===== src/rtl/rx_fifo_merge_pkg.sv =====
// Shared types and constants for the RX FIFO merger.
package rx_fifo_merge_pkg;

    // Arbitration FSM: IDLE picks a channel, HOLD streams from it
    typedef enum logic {
        ST_IDLE = 1'b0,
        ST_HOLD = 1'b1
    } state_t;

    // Per-channel word counter width
    localparam int CNT_W  = 16;
    // Widest supported channel count and the index width it needs
    localparam int MAX_CH = 16;
    localparam int IDX_W  = 4;

    // Index of the set bit in a one-hot vector (0 when none set)
    function automatic logic [IDX_W-1:0] oh2idx(input logic [MAX_CH-1:0] oh);
        logic [IDX_W-1:0] idx;
        idx = '0;
        for (int i = 0; i < MAX_CH; i++)
            if (oh[i]) idx = idx | IDX_W'(i);
        return idx;
    endfunction

endpackage


===== src/rtl/rx_fifo_merge_arbiter.sv =====
// Combinational channel picker: fixed priority (lowest index) or
// round-robin starting just after the last granted channel.
module rr_arbiter
    import rx_fifo_merge_pkg::*;
#(
    parameter int NCH = 5
) (
    input  logic [NCH-1:0]   req,
    input  logic [IDX_W-1:0] last,
    input  logic             rr,
    output logic [NCH-1:0]   grant
);

    // Walk all NCH slots once; fixed mode starts at 0, rr mode at last+1
    always_comb begin
        int   idx;
        logic hit;
        grant = '0;
        hit   = 1'b0;
        idx   = 0;
        for (int k = 1; k <= NCH; k++) begin
            idx = rr ? (int'(last) + k) % NCH : k - 1;
            if (!hit && req[idx]) begin
                grant[idx] = 1'b1;
                hit        = 1'b1;
            end
        end
    end

endmodule


===== src/rtl/rx_fifo_merge.sv =====
// Merges NCH first-word-fall-through source FIFOs into one FWFT stream.
// A channel is held until it empties, is disabled, or hits the burst limit;
// each re-arbitration costs one idle cycle.
module rx_fifo_merge
    import rx_fifo_merge_pkg::*;
#(
    parameter int NCH = 5,
    parameter int DW  = 32,
    parameter int BW  = 8
) (
    input  logic                 BUS_CLK,
    input  logic                 BUS_RST_B,
    input  logic [NCH-1:0]       CONF_EN,
    input  logic                 CONF_RR,
    input  logic [BW-1:0]        CONF_MAX_BURST,
    input  logic                 CNT_CLR,
    input  logic [NCH-1:0]       CH_EMPTY,
    input  logic [NCH*DW-1:0]    CH_DATA,
    output logic [NCH-1:0]       CH_READ,
    input  logic                 FIFO_READ_NEXT_IN,
    output logic                 FIFO_EMPTY_OUT,
    output logic [DW-1:0]        FIFO_DATA_OUT,
    output logic [NCH-1:0]       GRANT,
    output logic [NCH*CNT_W-1:0] WORD_CNT,
    output logic                 READ_ERR
);

    state_t           state_q, state_d;
    logic [NCH-1:0]   grant_q, grant_d;
    logic [IDX_W-1:0] last_q, last_d;
    logic [BW-1:0]    burst_q, burst_d, burst_inc;
    logic [NCH-1:0]   req, arb_grant;
    logic             granted_req, rd_fire, err_hit, burst_done;

    assign req         = ~CH_EMPTY & CONF_EN;
    // Only a live request on the held channel makes data visible, so a
    // disable or drain mid-burst blocks reads in the same cycle
    assign granted_req = (state_q == ST_HOLD) && (|(req & grant_q));
    assign rd_fire     = FIFO_READ_NEXT_IN & granted_req;
    assign err_hit     = FIFO_READ_NEXT_IN & ~granted_req;
    assign burst_inc   = burst_q + BW'(1);
    assign burst_done  = (CONF_MAX_BURST != '0) && (burst_inc == CONF_MAX_BURST);

    assign FIFO_EMPTY_OUT = ~granted_req;
    assign CH_READ        = grant_q & {NCH{rd_fire}};
    assign GRANT          = grant_q;

    rr_arbiter #(.NCH(NCH)) u_arb (
        .req   (req),
        .last  (last_q),
        .rr    (CONF_RR),
        .grant (arb_grant)
    );

    // Output data mux; zero while nothing is granted
    always_comb begin
        FIFO_DATA_OUT = '0;
        for (int i = 0; i < NCH; i++)
            if (grant_q[i]) FIFO_DATA_OUT = FIFO_DATA_OUT | CH_DATA[i*DW +: DW];
    end

    // Next-state: arbitrate in IDLE, release in HOLD on drain/disable/limit
    always_comb begin
        state_d = state_q;
        grant_d = grant_q;
        last_d  = last_q;
        burst_d = burst_q;
        case (state_q)
            ST_IDLE: begin
                if (|req) begin
                    state_d = ST_HOLD;
                    grant_d = arb_grant;
                    last_d  = oh2idx(MAX_CH'(arb_grant));
                    burst_d = '0;
                end
            end
            ST_HOLD: begin
                if (!granted_req) begin
                    state_d = ST_IDLE;
                    grant_d = '0;
                end else if (rd_fire) begin
                    burst_d = burst_inc;
                    if (burst_done) begin
                        state_d = ST_IDLE;
                        grant_d = '0;
                    end
                end
            end
            default: begin
                state_d = ST_IDLE;
                grant_d = '0;
            end
        endcase
    end

    // FSM, grant, round-robin pointer and burst count registers
    always_ff @(posedge BUS_CLK or negedge BUS_RST_B) begin
        if (!BUS_RST_B) begin
            state_q <= ST_IDLE;
            grant_q <= '0;
            last_q  <= IDX_W'(NCH - 1);
            burst_q <= '0;
        end else begin
            state_q <= state_d;
            grant_q <= grant_d;
            last_q  <= last_d;
            burst_q <= burst_d;
        end
    end

    // Sticky downstream underflow flag; clear beats a new error
    always_ff @(posedge BUS_CLK or negedge BUS_RST_B) begin
        if (!BUS_RST_B)   READ_ERR <= 1'b0;
        else if (CNT_CLR) READ_ERR <= 1'b0;
        else if (err_hit) READ_ERR <= 1'b1;
    end

    // Per-channel wrapping word counters; clear beats a same-cycle read
    for (genvar i = 0; i < NCH; i++) begin : g_cnt
        logic [CNT_W-1:0] cnt_q;
        always_ff @(posedge BUS_CLK or negedge BUS_RST_B) begin
            if (!BUS_RST_B)      cnt_q <= '0;
            else if (CNT_CLR)    cnt_q <= '0;
            else if (CH_READ[i]) cnt_q <= cnt_q + CNT_W'(1);
        end
        assign WORD_CNT[i*CNT_W +: CNT_W] = cnt_q;
    end

endmodule


===== config.mk =====
export PLATFORM = sky130hd
export DESIGN_NAME = rx_fifo_merge
export DESIGN_NICKNAME = d
export VERILOG_FILES = /design/src/rtl/rx_fifo_merge_pkg.sv /design/src/rtl/rx_fifo_merge_arbiter.sv /design/src/rtl/rx_fifo_merge.sv
export SDC_FILE = /design/constraint.sdc
export NUM_CORES = 1
export LEC_CHECK = 0
export CAP_MARGIN = 15
export CORE_MARGIN = 5
export CORE_UTILIZATION = 45
export DETAILED_ROUTE_END_ITERATION = 16
export DONT_BUFFER_PORTS = 1
export PLACE_DENSITY = 0.64
export SKIP_LAST_GASP = 1
export SYNTH_ARGS = -nofsm -noshare
export SYNTH_HDL_FRONTEND = slang
export SYNTH_SLANG_ARGS = --single-unit

===== constraint.sdc =====
create_clock -name BUS_CLK -period 6.68 [get_ports BUS_CLK]
set_input_delay 2.004 -clock BUS_CLK [delete_from_list [all_inputs] [get_ports BUS_CLK]]
set_output_delay 2.004 -clock BUS_CLK [all_outputs]
set_load 0.02 [all_outputs]

# Word-level counts from Yosys, hierarchy flattened
# Index checks and enable logic that the tools add are counted.
dict set report op_classes {
  n_bitwise 16
  n_div 5
  magnitude_cmp 10
  addsub 11
  muxes 74
  reduce_logical 27
  n_eq_ne 6
}
# operator count
set ops {}
lappend ops {{$mux 32} 10}
lappend ops {{$ge 32x1->1 const B} 5}
lappend ops {{$lt 32x5->1 const B} 5}
lappend ops {{$mod 32x4->32 const B} 5}
lappend ops {{$mux 16} 10}
lappend ops {{$or 32x32->32} 4}
lappend ops {{$add 16x1->16 const B} 5}
lappend ops {{$mux 5} 9}
lappend ops {{$mux 1} 26}
lappend ops {{$mux 8} 3}
lappend ops {{$or 5x5->5} 4}
lappend ops {{$pmux 8 s2} 1}
lappend ops {{$and 5x5->5} 3}
lappend ops {{$bmux 1 s3} 5}
lappend ops {{$demux 1 s3} 5}
lappend ops {{$reduce_bool 2->1} 6}
lappend ops {{$logic_and 1x1->1} 11}
lappend ops {{$add 4x2->5 const B} 2}
lappend ops {{$add 4x3->5 const B} 2}
lappend ops {{$pmux 5 s2} 1}
lappend ops {{$reduce_or 5->1} 2}
lappend ops {{$add 8x1->8 const B} 1}
lappend ops {{$eq 8x8->1} 1}
lappend ops {{$reduce_bool 8->1} 1}
lappend ops {{other kinds (13)} 22}
dict set report totals {
  inputBits 183
  output_inout_bits 124
  ff_bits 99
  word_cells 159
}

# Depth between registers and ports, before layout
dict set report logic_depth {
  depth_word 23
  depth_mapped 23
  mapped_depth_nobuf 18
}

# By module
# A second synthesis with hierarchy kept.
dict set report hier_totals {
  cells_unflattened 1360
  hier_area_um2 10606.4
}
# module seq_area_each_um2 area_each_um2 cells_each instances
set modules_own_cells {}
lappend modules_own_cells {rx_fifo_merge 2453.6 6095.8 688 1}
lappend modules_own_cells {rr_arbiter 0.0 4510.6 672 1}

# Worst setup path before layout
# Ideal clock, no wire load.
dict set report synth_path {
  kind {reg2reg}
  start {register last_q[0]}
  end {register last_q[0]}
  required_time_ns 6.535
  path_buffers 5
  setup_ns 0.145
  period_less_slack_ns 5.985
  setup_slack_ns 0.695
  path_stages_with_launch 24
  arrival_time_ns 5.839
  cell_sequence {dfrtp_1 > buf_2 > clkbuf_1 > clkbuf_1 > buf_1 > inv_1 > ha_1 > xor2_1 > buf_2 > ha_1 > nor2_1 > a21oi_1 > xnor2_1 > ha_1 > nor2b_1 > a2111oi_0 > or4_1 > nand3_1 > a211o_1 > o221ai_1 > nor3_1 > and3_1 > a311oi_2 > a31oi_1}
}
dict set report synth_between {
  elab_chain_cells 23
  elab_cells_between_ends 80
  classes_between {add/sub: 5; div: 5; order compare: 10; mux: 43; bitwise: 4; reduce/logical: 13}
}
# item line
set synth_rtl {}
lappend synth_rtl {{start, declared} rx_fifo_merge.sv:30} ;# logic [IDX_W-1:0] last_q, last_d;
lappend synth_rtl {{start signal, assigned} rx_fifo_merge.sv:101} ;# last_q <= IDX_W'(NCH - 1);
lappend synth_rtl {{start signal, assigned} rx_fifo_merge.sv:106} ;# last_q <= last_d;
lappend synth_rtl {{branches (longest 18 deep; another with $mod 32x4->32)} --}
lappend synth_rtl {{$mux 5 *} rx_fifo_merge_arbiter.sv:23} ;# if (!hit && req[idx]) begin
lappend synth_rtl {{$mux 1} rx_fifo_merge_pkg.sv:21} ;# if (oh[i]) idx = idx | IDX_W'(i);
lappend synth_rtl {{$mux 2} rx_fifo_merge_pkg.sv:21}
lappend synth_rtl {{$mux 2 *} rx_fifo_merge_pkg.sv:21}
lappend synth_rtl {{$mux 3 *} rx_fifo_merge_pkg.sv:21}
# Mark *: on every way between the ends. The select of a mux whose other input is x is not followed.
# A chain may end at the register's enable or synchronous reset.

# Worst setup path in the final report
dict set report layout_path {
  start {input CONF_EN[1]}
  end {output CH_READ[0]}
}
dict set report layout_between {
  elab_chain_cells 6
}
# item line
set layout_rtl {}
lappend layout_rtl {{start, declared} rx_fifo_merge.sv:13} ;# input logic [NCH-1:0] CONF_EN,
lappend layout_rtl {{$and 5x5->5} rx_fifo_merge.sv:35} ;# assign req = ~CH_EMPTY & CONF_EN;
lappend layout_rtl {{$and 5x5->5} rx_fifo_merge.sv:38} ;# assign granted_req = (state_q == ST_HOLD) && (|(req & grant_q));
lappend layout_rtl {{$reduce_or 5->1} rx_fifo_merge.sv:38}
lappend layout_rtl {{$logic_and 1x1->1} rx_fifo_merge.sv:38}
lappend layout_rtl {{$and 1x1->1} rx_fifo_merge.sv:39} ;# assign rd_fire = FIFO_READ_NEXT_IN & granted_req;
lappend layout_rtl {{$and 5x5->5} rx_fifo_merge.sv:45} ;# assign CH_READ = grant_q & {NCH{rd_fire}};
lappend layout_rtl {{end, declared} rx_fifo_merge.sv:19} ;# output logic [NCH-1:0] CH_READ,
# Every way passes these cells.

==> impl_metrics.toml <==
[outcome]
run_status = "completed"

[synth]
ys_ff_latch = 98
synthArstFlopShare_pct = 100
synthCells = 977
synth_warnings = 0
seq_area_frac_synth_pct = 30.7
synth_ff_type = "dfrtp_1"
syn_area_mm2 = 0.00799
synth_nets = 1202
yosys.cell_types.count = 75
synth-edff-count = 0
avgSynthCellArea_um2 = 8.18

[timing]
rsz0062_at_grt = "no"
fin_crit_sh_pct = 90.9
period_minus_slack_ns = 6.07
tightest_slew_ns = 0.972
maxSlewHeadroom_pct = 33.6
finalHoldViolations = 0
setup_viol = 0
finalSetupTns_ns = 0
fmax_mhz = 165
slew_viol_final = 0
fin_skew_ns = 0.00858
holdWs_ns = 0.543

[global_routing]
gr-total-overflow = 0
grt_pass1_wl_um = 41800
antenna_found_initial = 9
grt_pass1_vias = 7058
gr-usage-all-layers_pct = 26.7
grt_max_degree = 99

[placement]
dp_hpwl_um = 22900
place_congestion = 0.978
port_buffers = 0

[power]
net-switching-power_mw = 2.03
ir_worst_vdd_v = 0.000314
power.share.clock_pct = 14.2
combPwrFrac_pct = 68.4
intPower_mw = 1.81
power_frac_seq_pct = 17.4
switching_share_pct = 53.0
power_leakage_nw = 3.59
power_density_mw_per_mm2 = 453

[critical_path]
worstSetupPathType = "in -> out"
end_kind = "primary output"
cp_num_buf_inv = 0
setup.worst_path.start_class = "input pin"
worstPathCellList = "nor2b_1 > a22o_1 > o31ai_1 > nor2_1 > and2_0"
max_stage_delay_ns = 0.75
arrival_ns = 4.07
crit_family = "simple AND/OR/NAND/NOR gates"
rrSetupSlack_ns = 1.04
cp_max_fo = 9
slowest_stage = "nor2_1"
required_ns = 4.68

[clocking]
clock_path_buffers = 2
cts_buffers = 9
numClockSinks = 98
worstSkewPairLatency_ns = 0.35
htree_levels = 3
cts_setup_buffers = 0
cts_tree = "built"
cts-root-buf = "clkbuf_16"
hold_buffers = 0
clk_pin_slew_worst_paths_ns = 0.07
cts_resized = 0

[route]
drt-pass1-iter-count = 6
ant_nets = 0
drcViolationCount = 0
vias_per_cell = 6.48
drtIter0Drc = 816
dr_total_vias = 7654
drt_wl_total_um = 29200
routedWlPerCell_um = 24.7

[floorplan]
row_count = 48
fp.coreArea_mm2 = 0.0174
top_level_ports = 307
die_x_um = 143
start_util_pct = 46.1
dieArea_mm2 = 0.0205
die_y_um = 143

[hold_path]
hp-class = "reg -> reg"

[finish]
final_nets = 1167
areaGrowthSynthToFinish_pct = 5.90
drive_gt1_share_pct = 4.96
utilization_pct = 48.8

[run]
drv_cap = 0
## sequential cells by signal (all words and copies together) (netlist names)
signal	count
state_q	1
READ_ERR	1
last_q	3
g_cnt.cnt_q	80
burst_q	8
GRANT	5
## cell usage in the layout (no fill, tap or decap), types with 29 or more instances in the layout
cell type	count
a222oi_1	32
nand2_1	112
nand3_1	45
nor2_1	97
o21ai_0	49
inv_1	29
ha_1	41
dfrtp_1	96
and3_1	29
xor2_1	53
a22oi_1	33
a21oi_1	37
## cell families after synthesis
family | Yosys count | synth area share, %
adders and majority gates | 42 | 6.67
DFF | 98 | 30.7
AOI/OAI and AO/OA | 250 | 22.7
xor gates and xnor gates | 82 | 9.08
buffers and inverters | 86 | 4.21
and+or+nand+nor | 406 | 25.0
muxes | 13 | 1.67
## path summary, 6_finish.rpt
kind	from	end	depth (start not counted)
worst min register to register	burst_q[7]	burst_q[7]	2
worst max register to register	last_q[1]	last_q[0]	19
worst min-delay path	burst_q[7]	burst_q[7]	2
min in group asynchronous	BUS_RST_B	g_cnt[3].cnt_q[4]	0
max in group asynchronous	BUS_RST_B	last_q[2]	0
worst max-delay path	CONF_EN[1]	CH_READ[0]	5
## synthesized netlist by cell type (4+ instances only)
cell type	count	area, µm²
o31a_1	4	35.0
o211ai_1	7	52.6
buf_2	5	25.0
nand4_1	19	119
a21oi_1	37	185
and3_1	29	181
dfrtp_1	97	2430
a31oi_1	12	75.1
a21o_1	5	37.5
inv_1	29	109
a222oi_1	32	320
nand3_1	45	225
a22oi_1	33	248
nand2b_1	11	68.8
buf_1	4	15.0
o21ai_0	49	245
nor2_1	97	364
clkbuf_1	46	173
or2_2	5	31.3
a211oi_1	7	52.6
o31ai_1	10	75.1
or3_1	18	113
mux2i_1	10	100
nor4b_1	5	43.8
nor4_1	7	43.8
nor2b_1	11	68.8
nand2_1	112	420
or4_1	4	30.0
nor3_1	16	80.1
xor2_1	53	464
ha_1	41	513
a211o_1	5	43.8
xnor2_1	28	245
a2bb2oi_1	4	35.0
o21a_1	5	37.5
and2_1	12	75.1
## per-layer routing
layer	global-route usage, %	up-vias	wire [µm]
li1	-	3551	-
met1	32.5	3642	11100
met2	42.0	394	13500
met3	9.08	65	3060
met4	13.7	2	1500
met5	0	-	13
## worst reg2reg max path: cells and delay by family, from the launching register on
kind,cells,cell delay [ns]
buffers and inverters,2,0.50
adder cells (fa/ha/maj),3,0.94
AO/OA/AOI/OAI,6,2.21
AND/OR/NAND/NOR,6,1.17
XOR/XNOR,2,0.31
flip-flops,1,0.38
## final cells by class
| class | instances | area, µm² |
|---|---|---|
| sequential | 98 | 2450 |
| fill | 1660 | 8890 |
| antenna | 10 | 25.0 |
| clock buffer | 9 | 225 |
| tap | 225 | 282 |
| clock inverter | 7 | 87.6 |
| timing repair buffer | 10 | 75.1 |
| inverter | 30 | 113 |
| multi-input combinational | 793 | 5200 |
## power by group through the flow
stage	clock network, mW	logic, mW	registers (mW)
2_1_floorplan	0	2.02	0.668
3_3_place_gp	0	2.57	0.680
3_5_place_dp	0	2.56	0.680
4_1_cts	0.556	2.58	0.668
5_1_grt	0.578	2.88	0.672
6_report	0.544	2.63	0.668
## metrics by stage
| step | power (mW) | instances | instance area (µm²) | setup slack [ns] |
|---|---|---|---|---|
| after detailed placement | 3.24 | 1156 | 8130 | 0.631 |
| after CTS | 3.81 | 1172 | 8440 | 0.630 |
| after global placement | 3.25 | 1156 | 8130 | 0.627 |
| final | 3.84 | 1182 | 8470 | 0.609 |
| after global routing | 4.13 | 1180 | 8460 | 0.448 |
| after floorplan | 2.69 | 977 | 7990 | 0.695 |
Note: power is estimated with default switching activity, not from simulation.
